File: src/rtl/bmc_decoder.sv
// Biphase-mark-code receiver: synchronizes envelope and data, times data edges,
// decodes half/full-bit intervals into bits and assembles MSB-first words.
module bmc_decoder #(
    parameter int SHORT_MIN = 16,
    parameter int SHORT_MAX = 35,
    parameter int LONG_MAX  = 60,
    parameter int TIMEOUT   = 96,
    parameter int WORD_BITS = 17
) (
    input  logic                 clk_25MHz,
    input  logic                 reset_n,
    input  logic                 envelop_wire,
    input  logic                 data_wire,
    output logic                 bit_out,
    output logic                 bit_valid,
    output logic [WORD_BITS-1:0] word_out,
    output logic                 word_valid,
    output logic                 frame_active,
    output logic                 decode_error
);
    localparam int CW = $clog2(WORD_BITS);
    localparam logic [7:0] SHORT_MIN_C = 8'(SHORT_MIN);
    localparam logic [7:0] SHORT_MAX_C = 8'(SHORT_MAX);
    localparam logic [7:0] LONG_MAX_C  = 8'(LONG_MAX);
    localparam logic [7:0] TIMEOUT_C   = 8'(TIMEOUT);
    localparam logic [CW-1:0] LAST_BIT = CW'(WORD_BITS - 1);

    typedef enum logic [1:0] {
        ST_IDLE = 2'd0,
        ST_SYNC = 2'd1,
        ST_RUN  = 2'd2,
        ST_HALF = 2'd3
    } state_t;

    state_t               state_r, state_nxt_s;
    logic                 env_meta_r, env_sync_r;
    logic                 data_meta_r, data_sync_r, data_prev_r;
    logic                 data_edge_s;
    logic [7:0]           cnt_r;
    logic                 is_short_s, is_long_s;
    logic                 emit_s, bit_s, err_s, clear_s, restart_s;
    logic [CW-1:0]        bit_cnt_r;
    logic [WORD_BITS-1:0] shift_r, word_nxt_s;

    // Two-flop synchronizers plus a delayed data copy for edge detection
    always_ff @(posedge clk_25MHz or negedge reset_n) begin
        if (!reset_n) begin
            env_meta_r  <= 1'b0;
            env_sync_r  <= 1'b0;
            data_meta_r <= 1'b0;
            data_sync_r <= 1'b0;
            data_prev_r <= 1'b0;
        end else begin
            env_meta_r  <= envelop_wire;
            env_sync_r  <= env_meta_r;
            data_meta_r <= data_wire;
            data_sync_r <= data_meta_r;
            data_prev_r <= data_sync_r;
        end
    end

    assign data_edge_s = data_sync_r ^ data_prev_r;
    assign is_short_s  = (cnt_r >= SHORT_MIN_C) && (cnt_r <= SHORT_MAX_C);
    assign is_long_s   = (cnt_r > SHORT_MAX_C) && (cnt_r <= LONG_MAX_C);
    assign word_nxt_s  = {shift_r[WORD_BITS-2:0], bit_s};

    // Interval counter: value at an edge equals cycles since the last reference edge
    always_ff @(posedge clk_25MHz or negedge reset_n) begin
        if (!reset_n) begin
            cnt_r <= 8'd0;
        end else if (restart_s) begin
            cnt_r <= 8'd1;
        end else if (cnt_r != 8'hFF) begin
            cnt_r <= cnt_r + 8'd1;
        end else begin
            cnt_r <= cnt_r;
        end
    end

    // FSM state register
    always_ff @(posedge clk_25MHz or negedge reset_n) begin
        if (!reset_n) begin
            state_r <= ST_IDLE;
        end else begin
            state_r <= state_nxt_s;
        end
    end

    // FSM next-state logic; losing the envelope overrides everything
    always_comb begin
        state_nxt_s = state_r;
        if (!env_sync_r) begin
            state_nxt_s = ST_IDLE;
        end else begin
            case (state_r)
                ST_IDLE: state_nxt_s = ST_SYNC;
                ST_SYNC: begin
                    if (data_edge_s) state_nxt_s = ST_RUN;
                    else             state_nxt_s = ST_SYNC;
                end
                ST_RUN: begin
                    if (data_edge_s) begin
                        if (is_long_s)       state_nxt_s = ST_RUN;
                        else if (is_short_s) state_nxt_s = ST_HALF;
                        else                 state_nxt_s = ST_SYNC;
                    end else if (cnt_r >= TIMEOUT_C) begin
                        state_nxt_s = ST_SYNC;
                    end else begin
                        state_nxt_s = ST_RUN;
                    end
                end
                ST_HALF: begin
                    if (data_edge_s) begin
                        if (is_short_s) state_nxt_s = ST_RUN;
                        else            state_nxt_s = ST_SYNC;
                    end else if (cnt_r >= TIMEOUT_C) begin
                        state_nxt_s = ST_SYNC;
                    end else begin
                        state_nxt_s = ST_HALF;
                    end
                end
                default: state_nxt_s = ST_IDLE;
            endcase
        end
    end

    // FSM outputs: bit emission, error, word discard and counter restart
    always_comb begin
        emit_s    = 1'b0;
        bit_s     = 1'b0;
        err_s     = 1'b0;
        clear_s   = 1'b0;
        restart_s = data_edge_s;
        if (!env_sync_r) begin
            clear_s = 1'b1;
        end else begin
            case (state_r)
                ST_RUN: begin
                    if (data_edge_s) begin
                        if (is_long_s) begin
                            emit_s = 1'b1;
                        end else if (is_short_s) begin
                            emit_s = 1'b0;
                        end else begin
                            err_s     = 1'b1;
                            clear_s   = 1'b1;
                            restart_s = 1'b0;
                        end
                    end else begin
                        clear_s = (cnt_r >= TIMEOUT_C);
                    end
                end
                ST_HALF: begin
                    if (data_edge_s) begin
                        if (is_short_s) begin
                            emit_s = 1'b1;
                            bit_s  = 1'b1;
                        end else if (is_long_s) begin
                            err_s   = 1'b1;
                            clear_s = 1'b1;
                        end else begin
                            err_s     = 1'b1;
                            clear_s   = 1'b1;
                            restart_s = 1'b0;
                        end
                    end else begin
                        clear_s = (cnt_r >= TIMEOUT_C);
                    end
                end
                ST_IDLE: clear_s = 1'b1;
                ST_SYNC: clear_s = 1'b0;
                default: clear_s = 1'b1;
            endcase
        end
    end

    // Word assembly and registered outputs
    always_ff @(posedge clk_25MHz or negedge reset_n) begin
        if (!reset_n) begin
            bit_out      <= 1'b0;
            bit_valid    <= 1'b0;
            word_out     <= '0;
            word_valid   <= 1'b0;
            frame_active <= 1'b0;
            decode_error <= 1'b0;
            bit_cnt_r    <= '0;
            shift_r      <= '0;
        end else begin
            bit_valid    <= emit_s;
            bit_out      <= emit_s & bit_s;
            decode_error <= err_s;
            frame_active <= (state_nxt_s == ST_RUN) || (state_nxt_s == ST_HALF);
            word_valid   <= 1'b0;
            if (clear_s) begin
                bit_cnt_r <= '0;
                shift_r   <= '0;
            end else if (emit_s) begin
                shift_r <= word_nxt_s;
                if (bit_cnt_r == LAST_BIT) begin
                    word_out   <= word_nxt_s;
                    word_valid <= 1'b1;
                    bit_cnt_r  <= '0;
                end else begin
                    bit_cnt_r <= bit_cnt_r + CW'(1);
                end
            end else begin
                bit_cnt_r <= bit_cnt_r;
                shift_r   <= shift_r;
            end
        end
    end
endmodule

File: config.mk
export PLATFORM = sky130hd
export DESIGN_NAME = bmc_decoder
export DESIGN_NICKNAME = d
export VERILOG_FILES = /design/src/rtl/bmc_decoder.sv
export SDC_FILE = /design/constraint.sdc
export NUM_CORES = 1
export LEC_CHECK = 0
export CAP_MARGIN = 0
export CORE_UTILIZATION = 40
export CTS_BUF_LIST = sky130_fd_sc_hd__clkbuf_8
export DETAILED_ROUTE_END_ITERATION = 6
export PLACE_DENSITY = 0.64
export SETUP_SLACK_MARGIN = 0.15
export SLEW_MARGIN = 20
export SYNTH_ARGS = -nofsm -noshare
export SYNTH_HDL_FRONTEND = slang
export SYNTH_SLANG_ARGS = --single-unit
File: constraint.sdc
create_clock -name clk_25MHz -period 3.72 [get_ports clk_25MHz]
set_input_delay 0.558 -clock clk_25MHz [delete_from_list [all_inputs] [get_ports clk_25MHz]]
set_output_delay 0.558 -clock clk_25MHz [all_outputs]
set_load 0.1 [all_outputs]
==> impl_metrics.toml, run 1 <==
[run_status]
status = "complete, no violations"

[layout]
seqCellArea_mm2 = 0.00145
area_growth_pct = 22.3
multi_input_area_um2 = 963
layout_commonest_cell = "dfrtp_1"
drive_gt1_frac = 0.191
layout.nets = 233
layout_common_cells = "dfrtp_1, clkdlybuf4s50_1, nor2_1, a22o_1, clkbuf_8"
antenna_cells_inserted = 0
nFillCells = 537

[sta]
setup_viol = 0
rsz0062_at_grt = "no"
setup_ws_ns = 1.32
tightest_slew_ns = 0.970
skew_ns = 0.00722
finalMaxSlewViolations = 0
hold_viol = 0
setup_tns_ns = 0
maxSlewHeadroom = 0.351
layout_min_cycle_time_ns = 2.40
clock.fmax_ghz = 0.417
min_period_over_period = 0.644

[logic_synthesis]
async_flop_share = 1.00
synth_cell_types = 42
syn_nets = 198
ys_warn_count = 0
syn_inst = 190
syn_area_mm2 = 0.00247
avgSynthCellArea_um2 = 13.0
ys_seq_elements = 58
synth-edff-count = 0
synth_top_flop_cell = "dfrtp_1"
ys_seq_area_frac = 0.589

[grt]
grt_max_degree = 45
grt_pass1_wl_mm = 7.38
grt_pass1_vias = 1585
antenna_found_initial = 0
grt.total_usage = 0.155
grt_overflow = 0

[floorplanning]
die_y_um = 80.5
die_w_um = 80.5
start_util = 0.417
fp.dieArea_mm2 = 0.00648
rows = 28
coreArea_mm2 = 0.00592
ios = 26

[clock_tree]
ctsHoldBuffers = 0
cts_setup_buffers = 0
clock_sinks = 58
clkTransAtPathRegs_ns = 0.07
post_cts_resized = 0
tritoncts = "built"
htree_levels = 3
cts_made_buffers = 9
clock_path_buffers = 2
cts_root_buffer = "clkbuf_8"
clkLatencyLatePin_ns = 0.33

[setup_path]
slowest_stage = "or4b_1"
startpoint_type = "flop"
max_stage_delay_ns = 0.60
critPathArrivalTime_ns = 2.61
crit_chain = "or4b_1 -> o21a_2 -> a2111oi_4 -> buf_4 -> mux2_2"
critPathCaptureType = "flop"
cp.required_ns = 3.93
path_class = "reg -> reg"
path_max_fanout = 18

[power]
p_leak_nw = 1.39
power_density_mw_per_mm2 = 439
ir_drop_mv = 0.257

[routing]
vias = 1593
routed_via_density = 5.22
drtPass1Iterations = 4
drc = 0
routed_wl_mm = 4.30
routedWlPerCell_um = 14.1
drt_iter0_markers = 82
ant_nets = 0

[placement]
place_congestion = 0.798
dp_hpwl_mm = 2.75
port_buffers = 25
dp_slack_ns = 1.02

[run]
cap_violations = 0

[min_path]
hp-class = "in -> async"
==> kinds of logic after synthesis <==
kind of cell             after synthesis  synth area share
AO/OA/AOI/OAI                         40             0.134
XOR/XNOR                               6            0.0213
adder cells (fa/ha/maj)                4            0.0203
buffers and inverters                 12            0.0218
flip-flops                            58             0.589
multiplexers                          20             0.104
AND/OR/NAND/NOR                       50             0.110
==> synth_stat cells, types with 2 or more instances <==
cell type	number	area (um2)
mux2_4	9	135
a211oi_1	2	15.0
dfrtp_1	58	1450
ha_1	4	50.1
inv_1	7	26.3
clkbuf_1	3	11.3
a31oi_1	2	12.5
nand4_1	5	31.3
o21ai_0	2	10.0
mux2i_1	2	20.0
nand2_1	3	11.3
a22o_1	16	140
mux2_2	9	101
and3_1	5	31.3
nor2_1	17	63.8
a221o_1	2	20.0
xnor2_1	2	17.5
nand2b_1	3	18.8
xor2_1	4	35.0
and2_1	2	12.5
a21oi_1	7	35.0
nor3_1	2	10.0
nand3_1	5	25.0
==> metal layers <==
layer | up-vias | wire length [um] | global-route usage
met3 | 5 | 122 | 0.0420
met5 | - | 0 | 0
met2 | 24 | 1900 | 0.221
li1 | 775 | - | -
met1 | 789 | 2240 | 0.208
met4 | 0 | 40 | 0.0946
==> report_power, final <==
group	internal (W)	switching [W]
logic	0.0000286	0.0000550
clock network	0.000327	0.000251
registers	0.000644	0.0000195
==> area by class of cell <==
cell class                 instances  share of cell area
sequential                        58               0.481
multi-input combinational        120               0.319
timing repair buffer              29              0.0921
clock buffer                      10              0.0456
tap                               75              0.0311
clock inverter                     6              0.0220
inverter                           7             0.00871
==> registers in the layout (all words and copies together) (netlist names) <==
name          cells
bit_out           1
word_valid        1
shift_r          16
decode_error      1
frame_active      1
data_meta_r       1
state_r           2
bit_cnt_r         5
data_sync_r       1
cnt_r             8
env_meta_r        1
data_prev_r       1
word_out         17
bit_valid         1
env_sync_r        1
==> through the flow <==
| step | power, W | cell area, um2 | utilization | std cells | hold slack, ns |
|---|---|---|---|---|---|
| finish | 0.00132 | 3020 | 0.510 | 305 | 0.215 |
| detailed placement | 0.000759 | 2810 | 0.474 | 289 | 0.336 |
| global route | 0.00139 | 3020 | 0.510 | 305 | 0.258 |
| floorplan | 0.000726 | 2470 | - | 190 | 0.262 |
| CTS | 0.00135 | 3010 | 0.509 | 305 | 0.351 |
| global placement | 0.000758 | 2810 | 0.474 | 289 | 0.333 |
==> critical path: cells and delay by family (launching register included) <==
family | cells | cell delay [ns]
AOI/OAI and AO/OA | 2 | 0.52
and+or+nand+nor | 1 | 0.60
muxes | 1 | 0.37
DFF | 1 | 0.45
buffers and inverters | 1 | 0.35
==> path summary, 6_finish.rpt <==
path	start	slack, ns	end	cells past startpoint
worst min-delay path	reset_n	0.21	frame_active	1
min in group clk_25MHz	env_meta_r	0.35	env_sync_r	0
max in group asynchronous	reset_n	2.91	decode_error	2
worst max register to register	cnt_r[5]	1.32	word_out[5]	5
worst max-delay path	cnt_r[5]	1.32	word_out[5]	5
worst min register to register	env_meta_r	0.35	env_sync_r	0
Note: power is estimated with default switching activity, not from simulation.
==> run 2, diff against run 1 <==
Clock period 3.72 ns to 2.3 ns, I/O delays scaled along.
==> impl_metrics.toml, run 2 (synthesis gave the netlist of run 1 again) <==
[run_status]
status = "complete, no violations"

[routing]
routed_wl_mm = 4.92
routed_via_density = 5.11
vias = 1690
drt_iter0_markers = 68
drtPass1Iterations = 4
routedWlPerCell_um = 14.9
ant_nets = 0
drc = 0

[sta]
hold_viol = 0
setup_viol = 0
clock.fmax_ghz = 0.463
layout_min_cycle_time_ns = 2.16
setup_ws_ns = 0.140
finalMaxSlewViolations = 0
rsz0062_at_grt = "yes"
tightest_slew_ns = 0.543
hold_ws_ns = 0.347
skew_ns = 0.00564
maxSlewHeadroom = 0.638
min_period_over_period = 0.939
setup_tns_ns = 0

[setup_path]
critPathArrivalTime_ns = 2.39
cp_common_cell = "buf_6"
path_max_fanout = 7
critPathCaptureType = "flop"
startpoint_type = "flop"
cp.required_ns = 2.53
crit_chain = "or4b_4 -> o21a_4 -> buf_6 -> a211oi_4 -> buf_6 -> nand4_1 -> mux2_2"
slowest_stage = "or4b_4"
path_class = "reg -> reg"
max_stage_delay_ns = 0.55

[grt]
grt_pass1_vias = 1634
grt_pass1_wl_mm = 8.11
use_met3 = 0.0614
grt_overflow = 0
grt.total_usage = 0.173
met1_usage = 0.231
top_usage_layer = "met2"
use_met2 = 0.251
grt_max_degree = 37
antenna_found_initial = 0

[clock_tree]
clock_path_buffers = 2
clock_sinks = 58
clkLatencyLatePin_ns = 0.34
cts_made_buffers = 9
clkTransAtPathRegs_ns = 0.06
htree_levels = 3
cts_root_buffer = "clkbuf_8"
tritoncts = "built"

[layout]
reg_top3 = "word_out (17), shift_r (16), cnt_r (8)"
seqCellArea_mm2 = 0.00145
antenna_cells_inserted = 0
nFillCells = 520
layout_common_cells = "dfrtp_1, buf_4, mux2_4"
layout_commonest_cell = "dfrtp_1"
regMostFlops = "word_out"
area_growth_pct = 33.9
multi_input_area_mm2 = 0.00104
final_util = 0.558
drive_gt1_frac = 0.383
layout.nets = 259
largest_reg_flops = 17

[floorplanning]
die_w_um = 80.5
start_util = 0.417
coreArea_mm2 = 0.00592
fp.dieArea_mm2 = 0.00648
ios = 26
die_y_um = 80.5
rows = 28

[power]
p_leak_nw = 1.61
power_density_mw_per_mm2 = 666
ir_drop_mv = 0.401

[placement]
place_congestion = 0.790
dp_hpwl_mm = 3.09
port_buffers = 25
dp_slack_ns = 0.0922

[min_path]
hp-class = "reg -> reg"

[run]
cap_violations = 0
[run 2: cell type report]
type,instances,share of cell area
Sequential cell,58,0.440
Multi-Input combinational cell,120,0.315
Timing Repair Buffer,55,0.147
Clock buffer,11,0.0458
Tap cell,75,0.0284
Clock inverter,5,0.0159
Inverter,7,0.00795
[run 2: path summary, 6_finish.rpt]
kind	startpoint	endpoint	slack, ns	cells past startpoint
max	cnt_r[7]	bit_cnt_r[3]	0.14	7
min	env_meta_r	env_sync_r	0.35	0
min reg2reg	env_meta_r	env_sync_r	0.35	0
min in group asynchronous	reset_n	cnt_r[0]	0.53	2
max reg2reg	cnt_r[7]	bit_cnt_r[3]	0.14	7
max in group asynchronous	reset_n	shift_r[15]	1.21	3
[run 2: where the power goes]
| group | total, W | internal (W) | leakage (nW) | switching, W |
|---|---|---|---|---|
| Clock | 0.000943 | 0.000553 | 0.105 | 0.000391 |
| Sequential | 0.00106 | 0.00104 | 0.790 | 0.0000217 |
| Combinational | 0.000194 | 0.0000791 | 0.717 | 0.000115 |
[run 2: worst max-delay path, delay by kind of cell (launching register included)]
family / cells / cell delay (ns)
mux: 1 / 0.28
buf+inv: 2 / 0.29
compound gates: 2 / 0.41
flops: 1 / 0.41
simple gates: 2 / 0.66
[run 2: timing repair]
action | CTS | global route
pin swaps | 3 | 2
buffers inserted | 12 | 0
resized for setup | 19 | 5
gates cloned | 1 | 0
hold buffers | 1 | 0
endpoints found under the setup margin | 20 | 35
hold endpoints to repair | 15 | 0
[run 2: per-layer routing]
metal	share of wire	routed length, um	vias to the layer above
li1	-	-	815
met1	0.50	2450	838
met2	0.44	2180	28
met3	0.039	190	9
met4	0.019	91	0
met5	0	0	-
[run 2: stage by stage]
stage	instance area (um2)	total power (W)	std cells
6_report	3300	0.00220	331
5_1_grt	3300	0.00230	331
4_1_cts	3280	0.00222	331
3_5_place_dp	2880	0.00126	301
3_3_place_gp	2880	0.00126	301
2_1_floorplan	2480	0.00118	190
==> run 3, diff against run 2 <==
Settings changed: CORE_MARGIN set to 3.
==> impl_metrics.toml, run 3 (synthesis gave the netlist of run 1 again) <==
[floorplanning]
rows = 27
die_w_um = 84.5
die_y_um = 84.5
coreArea_mm2 = 0.00574
fp.dieArea_mm2 = 0.00714
start_util = 0.429
ios = 26

[grt]
grt_pass1_vias = 1640
grt_max_degree = 38
grt_pass1_wl_mm = 7.91
antenna_found_initial = 0
grt.total_usage = 0.143
grt_overflow = 0

[routing]
ant_nets = 0
drc = 0
routedWlPerCell_um = 14.8
routed_via_density = 5.27
drt_iter0_markers = 32
routed_wl_mm = 4.73
drtPass1Iterations = 4
vias = 1682

[sta]
tightest_slew_ns = 0.532
setup_viol = 0
min_period_over_period = 0.954
layout_min_cycle_time_ns = 2.19
finalMaxSlewViolations = 0
hold_ws_ns = -0.00490
rsz0062_at_grt = "yes"
skew_ns = 0.00920
maxSlewHeadroom = 0.645
hold_viol = 14
clock.fmax_ghz = 0.456

[clock_tree]
clock_sinks = 58
clock_path_buffers = 2
clkTransAtPathRegs_ns = 0.07
tritoncts = "built"
clkLatencyLatePin_ns = 0.33
cts_root_buffer = "clkbuf_8"
cts_made_buffers = 9
htree_levels = 3

[run_status]
violations = "hold timing"
status = "finished, violations left"

[setup_path]
critPathArrivalTime_ns = 2.41
critPathCaptureType = "flop"
path_class = "reg -> reg"
startpoint_type = "flop"
path_max_fanout = 7
cp.required_ns = 2.52

[power]
power_density_mw_per_mm2 = 709
p_leak_nw = 1.58
ir_drop_mv = 0.396

[layout]
antenna_cells_inserted = 0
reg_top3 = "word_out (17), shift_r (16), cnt_r (8)"
drive_gt1_frac = 0.360
instances_no_fill = 319
final_util = 0.567
layout_common_cells = "dfrtp_1, buf_4, nor2_1, a22o_1, mux2_4"
layout.nets = 250
area_growth_pct = 32.1
layout_commonest_cell = "dfrtp_1"
regMostFlops = "word_out"
largest_reg_flops = 17

[placement]
port_buffers = 25
place_congestion = 0.765
dp_hpwl_mm = 2.91
dp.cells = 293

[min_path]
hp-class = "in -> async"

[run]
cap_violations = 0
run 3: changes by cell type in the layout (fill, tap and decap cells not counted), moves of 2 or more:
cell      before  now
mux2_2         1    4
buf_6          6    2
mux2_4        17   14
buf_4         42   36
clkinv_2       3    1
run 3: area by class of cell:
type | count | area (um2)
tap | 72 | 90.1
multi-input combinational | 120 | 1030
timing repair buffer | 46 | 430
inverter | 7 | 26.3
sequential | 58 | 1450
fill | 487 | 2490
clock buffer | 11 | 151
clock inverter | 5 | 77.6
run 3: final timing paths:
check                             from            to  cells past startpoint  slack (ns)
setup / recovery              cnt_r[7]  word_out[16]                      6        0.11
hold / removal                 reset_n  bit_cnt_r[2]                      1      -0.005
setup reg to reg              cnt_r[7]  word_out[16]                      6        0.11
hold reg to reg            data_meta_r   data_sync_r                      0        0.35
max in group asynchronous      reset_n    shift_r[6]                      2        1.74
min in group clk_25MHz     data_meta_r   data_sync_r                      0        0.35
run 3: power by group:
part,internal [W],switching (W)
sequential,0.00104,0.0000212
clock,0.000665,0.000386
combinational,0.0000797,0.000118
run 3: what timing repair did:
item,in CTS,in global routing
gates cloned,1,1
hold buffers,0,0
pin swaps,0,2
setup buffers,3,5
resized for setup,4,13
setup endpoints to repair,20,36
run 3: routing by layer:
layer / wire length, um / track usage / up-vias
met5: 0 / 0 / -
met4: 79 / 0.0604 / 0
met3: 196 / 0.0589 / 5
met2: 2100 / 0.194 / 30
met1: 2350 / 0.200 / 848
li1: - / - / 799
run 3: through the flow:
step           total power (W)  setup slack [ns]  cell area [um2]  TNS, ns
2_1_floorplan          0.00118           -0.0128             2480   -0.116
3_3_place_gp           0.00126             0.107             2850        0
3_5_place_dp           0.00126            0.0961             2850        0
5_1_grt                0.00242            0.0664             3260        0
6_report               0.00231             0.106             3260        0
4_1_cts                0.00233             0.120             3140        0
run 3: critical path, stage by stage (launching register included):
cell and delay [ns]:
dfrtp_2 0.44, or4b_4 0.54, o21a_4 0.16, a2111oi_4 0.30
buf_6 0.19, clkbuf_16 0.14, mux2_2 0.32
